**src/rtl/i2c_arbiter_pkg.sv**
```systemverilog
// Shared I2C driver constants: arbiter FSM encoding, idle byte and grant helpers.
// Imported by the arbiter top and its round-robin picker.
package i2c_arbiter_pkg;

    typedef enum logic [1:0] {
        IDLE    = 2'd0,
        GRANT   = 2'd1,
        BUSY    = 2'd2,
        RELEASE = 2'd3
    } arbState_t;

    localparam logic [7:0] ZERO8     = 8'h00;
    localparam logic [1:0] OWNER_RST = 2'd3;
    localparam logic [3:0] GNT_NONE  = 4'b0000;

    function automatic logic [3:0] oneHot4(input logic [1:0] idx);
        oneHot4 = 4'b0001 << idx;
    endfunction

endpackage

```
**src/rtl/i2c_arbiter_rr_pick.sv**
```systemverilog
// Round-robin picker: first set request after the pointer, wrapping modulo 4.
// The pointer itself has the lowest priority.
module i2c_rr_pick
    import i2c_arbiter_pkg::*;
(
    input  logic [3:0] req,
    input  logic [1:0] ptr,
    output logic [1:0] idx,
    output logic       valid
);

    logic [1:0] cand_s;

    // Scan from farthest to nearest so the nearest set request after ptr wins
    always_comb begin
        idx    = ptr;
        valid  = 1'b0;
        cand_s = ptr;
        for (int i = 4; i >= 1; i--) begin
            cand_s = ptr + 2'(i);
            if (req[cand_s]) begin
                idx   = cand_s;
                valid = 1'b1;
            end else begin
                valid = valid;
            end
        end
    end

endmodule

```
**src/rtl/i2c_arbiter.sv**
```systemverilog
// Round-robin arbiter sharing one I2C master among four requesters.
// Grant, owner and timeout are registered; master-side controls are muxed from the grantee.
module i2c_arbiter
    import i2c_arbiter_pkg::*;
#(
    parameter logic [15:0] TIMEOUT = 16'hFFFF,
    parameter int          NREQ    = 4
) (
    input  logic              clk,
    input  logic              reset,
    input  logic [NREQ-1:0]   req,
    input  logic [NREQ-1:0]   start_in,
    input  logic [NREQ-1:0]   send_in,
    input  logic [NREQ-1:0]   receive_in,
    input  logic [NREQ*8-1:0] datasend_in,
    input  logic              isReady,
    input  logic              sended,
    input  logic              received,
    input  logic [7:0]        datareceive,
    output logic              start,
    output logic              send,
    output logic              receive,
    output logic [7:0]        datasend,
    output logic [NREQ-1:0]   gnt,
    output logic [NREQ-1:0]   sended_out,
    output logic [NREQ-1:0]   received_out,
    output logic [NREQ-1:0]   ready_out,
    output logic [7:0]        datareceive_out,
    output logic [1:0]        owner,
    output logic              timeout
);

    arbState_t   state_r, nextState_s;
    logic [3:0]  gnt_r, gntNext_s;
    logic [1:0]  owner_r, ownerNext_s;
    logic [15:0] waitCnt_r, cntNext_s;
    logic        timeout_r, timeoutNext_s;
    logic [1:0]  pickIdx_s;
    logic        pickValid_s;

    i2c_rr_pick u_pick (
        .req   (req),
        .ptr   (owner_r),
        .idx   (pickIdx_s),
        .valid (pickValid_s)
    );

    // Next-state and next-register values; the master going busy outranks a request drop
    always_comb begin
        nextState_s   = state_r;
        gntNext_s     = gnt_r;
        ownerNext_s   = owner_r;
        cntNext_s     = waitCnt_r;
        timeoutNext_s = 1'b0;
        case (state_r)
            IDLE: begin
                if (isReady && pickValid_s) begin
                    nextState_s = GRANT;
                    gntNext_s   = oneHot4(pickIdx_s);
                    ownerNext_s = pickIdx_s;
                    cntNext_s   = 16'h0000;
                end else begin
                    gntNext_s = GNT_NONE;
                end
            end
            GRANT: begin
                if (!isReady) begin
                    nextState_s = BUSY;
                end else if (!req[owner_r]) begin
                    nextState_s = RELEASE;
                    gntNext_s   = GNT_NONE;
                end else if (waitCnt_r == TIMEOUT - 16'd1) begin
                    // The TIMEOUT-th GRANT cycle ends the wait
                    nextState_s   = RELEASE;
                    gntNext_s     = GNT_NONE;
                    timeoutNext_s = 1'b1;
                end else begin
                    cntNext_s = waitCnt_r + 16'd1;
                end
            end
            BUSY: begin
                if (isReady) begin
                    nextState_s = RELEASE;
                    gntNext_s   = GNT_NONE;
                end else begin
                    nextState_s = BUSY;
                end
            end
            RELEASE: begin
                nextState_s = IDLE;
                gntNext_s   = GNT_NONE;
            end
            default: begin
                nextState_s = IDLE;
                gntNext_s   = GNT_NONE;
            end
        endcase
    end

    // State and output registers with synchronous active-low reset
    always_ff @(posedge clk) begin
        if (!reset) begin
            state_r   <= IDLE;
            gnt_r     <= GNT_NONE;
            owner_r   <= OWNER_RST;
            waitCnt_r <= 16'h0000;
            timeout_r <= 1'b0;
        end else begin
            state_r   <= nextState_s;
            gnt_r     <= gntNext_s;
            owner_r   <= ownerNext_s;
            waitCnt_r <= cntNext_s;
            timeout_r <= timeoutNext_s;
        end
    end

    // Master-side mux: only the grantee drives the master while it holds the grant
    always_comb begin
        start    = 1'b0;
        send     = 1'b0;
        receive  = 1'b0;
        datasend = ZERO8;
        if (state_r == GRANT || state_r == BUSY) begin
            start    = start_in[owner_r];
            send     = send_in[owner_r];
            receive  = receive_in[owner_r];
            datasend = datasend_in[{owner_r, 3'b000} +: 8];
        end else begin
            datasend = ZERO8;
        end
    end

    assign gnt             = gnt_r;
    assign owner           = owner_r;
    assign timeout         = timeout_r;
    assign sended_out      = gnt_r & {NREQ{sended}};
    assign received_out    = gnt_r & {NREQ{received}};
    assign ready_out       = gnt_r & {NREQ{isReady}};
    assign datareceive_out = datareceive;

endmodule

```
**config.mk**
```make
export PLATFORM = sky130hd
export DESIGN_NAME = i2c_arbiter
export DESIGN_NICKNAME = d
export VERILOG_FILES = /design/src/rtl/i2c_arbiter_pkg.sv /design/src/rtl/i2c_arbiter_rr_pick.sv /design/src/rtl/i2c_arbiter.sv
export SDC_FILE = /design/constraint.sdc
export NUM_CORES = 1
export LEC_CHECK = 0
export BUFFER_PORTS_ARGS = -buffer_cell sky130_fd_sc_hd__buf_2
export CORE_MARGIN = 2
export CORE_UTILIZATION = 50
export DETAILED_ROUTE_END_ITERATION = 12
export PLACE_DENSITY_LB_ADDON = 0.2
export SETUP_SLACK_MARGIN = 0.4
export SYNTH_ARGS = -nofsm -noshare
export SYNTH_HDL_FRONTEND = slang
export SYNTH_SLANG_ARGS = --single-unit
```
**constraint.sdc**
```tcl
create_clock -name clk -period 4.5 [get_ports clk]
set_clock_uncertainty 0.1 [all_clocks]
set_input_delay 0.675 -clock clk [delete_from_list [all_inputs] [get_ports clk]]
set_output_delay 0.675 -clock clk [all_outputs]
set_load 0.02 [all_outputs]
```
==> run summary <==
Post-CTS Resized -> 0
total number of vias -> 1849
r2r setup slk -> 1.69 ns
CTS hold repair buffers -> 0
HP Class -> reg -> reg
Critical R2R Launch -> owner[0]
Crit. Startpoint -> owner[0]
CTS tree -> built
largest net degree at the start of global routing -> 33
ANT cells -> 0
Critical Path End Type -> primary output
Max Slew Vio Count -> 0
largest family of logic cells by synthesized area -> simple AND/OR/NAND/NOR gates
per-cell routed wire length -> 13.95 um
Pre-antenna DRT Iters -> 4
Layout Nets -> 352
Peak VDD IR -> 181.1 uV
# rows -> 22
RR Endpoint -> waitCnt_r[10]
RSZ-0062 raised after global routing -> false
Vert. Die Dim -> 66.60 um
Post-Synth Simple-Gate Area -> 0.2650
worst hold slack -> 0.3915 ns
Yosys top cell area share -> 0.2554
Syn. warnings -> 0
HPWL after DPL -> 3.564 mm
power density cells -> 458.7 nW/um2
share of cells above drive strength 1 -> 0.3746
synth cell count leaders -> and2_1 (25), dfxtp_1 (25), o21ai_0 (17), a21oi_1 (16)
Post-Syn Nets -> 286
Post-synth top flop -> dfxtp_1
asr flop ratio synth -> 0
overall power -> 0.001079 W
die width -> 66.60 um
Setup CP Type -> reg -> out
flops & latches, synth -> 25
Startpoint Class -> flip-flop
vias per cell -> 5.586
Hold Path Depth -> 2
# DRC -> 0
H-tree level count -> 1
RD Place Congestion -> 0.8354
register area share after synthesis -> 0.2554
Yosys top cell by area -> dfxtp_1
Filler cells -> 348
compound-cell area share of the yosys netlist -> 0.2018
Worst R2R Path Depth -> 5
worst endpoint data arrival time -> 2.12 ns
placed instance area -> 2303 um2
global router's overall resource usage -> 0.2236
die footprint -> 4436 um2
status -> complete, no violations
clock latency reported for the late side of the worst-skew pair -> 0.28 ns
antenna-violating nets left -> 0
Syn-to-layout area delta -> 20.05%
Clock Sinks -> 25
Relative slew margins -> 0.3452
Critical Path End -> datasend[0]
mux contribution to synthesized area -> 0.1475
number of max-cap violations -> 0
Worst Path Required -> 3.72 ns
root buf cell -> clkbuf_8
Max Buffers Root-to-Sink -> 2
drt initial violations -> 116
worst-path fanout max -> 18
Port Buffers -> 82
Tmin final -> 2.900 ns
final period utilization -> 0.6444
Tightest Pin Transition -> 0.9814 ns
Util after Layout -> 0.6330
number of synthesized flops with an enable pin -> 0
Final setup viols -> 0
Leakage -> 1.071 nW
Starting Density -> 0.5273
clock-pin slew on the worst setup and hold paths -> 0.09 ns
global-route wire length before repair -> 7.769 mm
synth top area cells -> dfxtp_1 (26%), mux4_2 (13%), and2_1 (8.0%)
total grt overflow -> 0
Ports -> 99
drt total wl -> 4.618 mm
setup_tns -> 0 ns
cts bufs inserted -> 3
fraction of synthesized cell area in xor and xnor cells -> 0
Avg Inst Size Synth -> 8.988 um2
area of the core -> 3716 um2
Mapped Area -> 1959 um2
Hold Vio Cnt, Final -> 0
initial antenna violation count -> 0
Cell variety after synth -> 44
HP Start -> waitCnt_r[13]
Fmax achieved -> 0.3448 GHz
Cells after Synth -> 218
Post-CTS Setup Bufs -> 0
vias in the first global route -> 1764
adder-cell area share of the yosys netlist -> 0.04470
fin area -> 2352 um2
cell usage in the layout, fill, tap and decap left out, drive strengths merged, types with 3 or more instances in the layout:
master | netlist | routed
nand3 | 12 | 12
nor2 | 5 | 5
or4 | 3 | 3
a21oi | 16 | 16
and2 | 25 | 25
mux4 | 11 | 11
inv | 11 | 11
o211ai | 3 | 3
o31ai | 3 | 3
o21ai | 18 | 18
or3 | 12 | 12
nand2 | 10 | 10
mux2i | 3 | 3
ha | 7 | 7
buf | 15 | 82
nand4 | 8 | 8
clkbuf | 6 | 3
dfxtp | 25 | 25
how the worst min path moves through the flow:
stage	end	slack (ns)
2_1_floorplan	waitCnt_r[9]	0.35
3_3_place_gp	waitCnt_r[9]	0.37
3_5_place_dp	waitCnt_r[13]	0.38
4_1_cts	waitCnt_r[13]	0.39
5_1_grt	waitCnt_r[9]	0.43
6_report	waitCnt_r[13]	0.39
registers in the layout, summed over array words and instances (netlist names):
signal     flops
timeout        1
owner          2
waitCnt_r     16
gnt            4
state_r        2
area by class of cell:
type                            instances  area (um2)  area share
Timing Repair Buffer                   82       410.4      0.1745
Inverter                               11       41.29     0.01755
Sequential cell                        25       500.5      0.2128
Tap cell                               48       60.06     0.02553
Multi-Input combinational cell        161        1291      0.5489
Clock buffer                            3       41.29     0.01755
Clock inverter                          1       7.507    0.003191
per-layer routing:
metal,global-route usage,wire (um),vias up
li1,-,-,932
met1,0.2658,1986,865
met2,0.4100,2324,45
met3,0.02872,239,7
met4,0.07653,68,0
met5,0,0,-
where the power goes:
group	total [W]	leakage, nW	switching (W)	internal [W]
clock	0.000141	0.0217	0.0000781	0.0000630
combinational	0.000634	0.847	0.000381	0.000253
sequential	0.000304	0.203	0.0000560	0.000248
through the flow:
stage          std cells  setup WS (ns)
3_5_place_dp         327          1.608
5_1_grt              331          1.153
4_1_cts              331          1.564
2_1_floorplan        218          2.078
6_report             331          1.600
3_3_place_gp         327          1.763
critical path, stage by stage (launching register included):
cell	delay, ns
dfxtp_1	0.93
mux4_2	0.60
and2_1	0.16
buf_2	0.15
cells by family after synthesis:
logic type | Yosys count
compound gates | 53
fa+ha+maj | 7
buf+inv | 32
flops | 25
mux | 15
simple gates | 86
No activity file was read; power rests on OpenSTA's default activity.
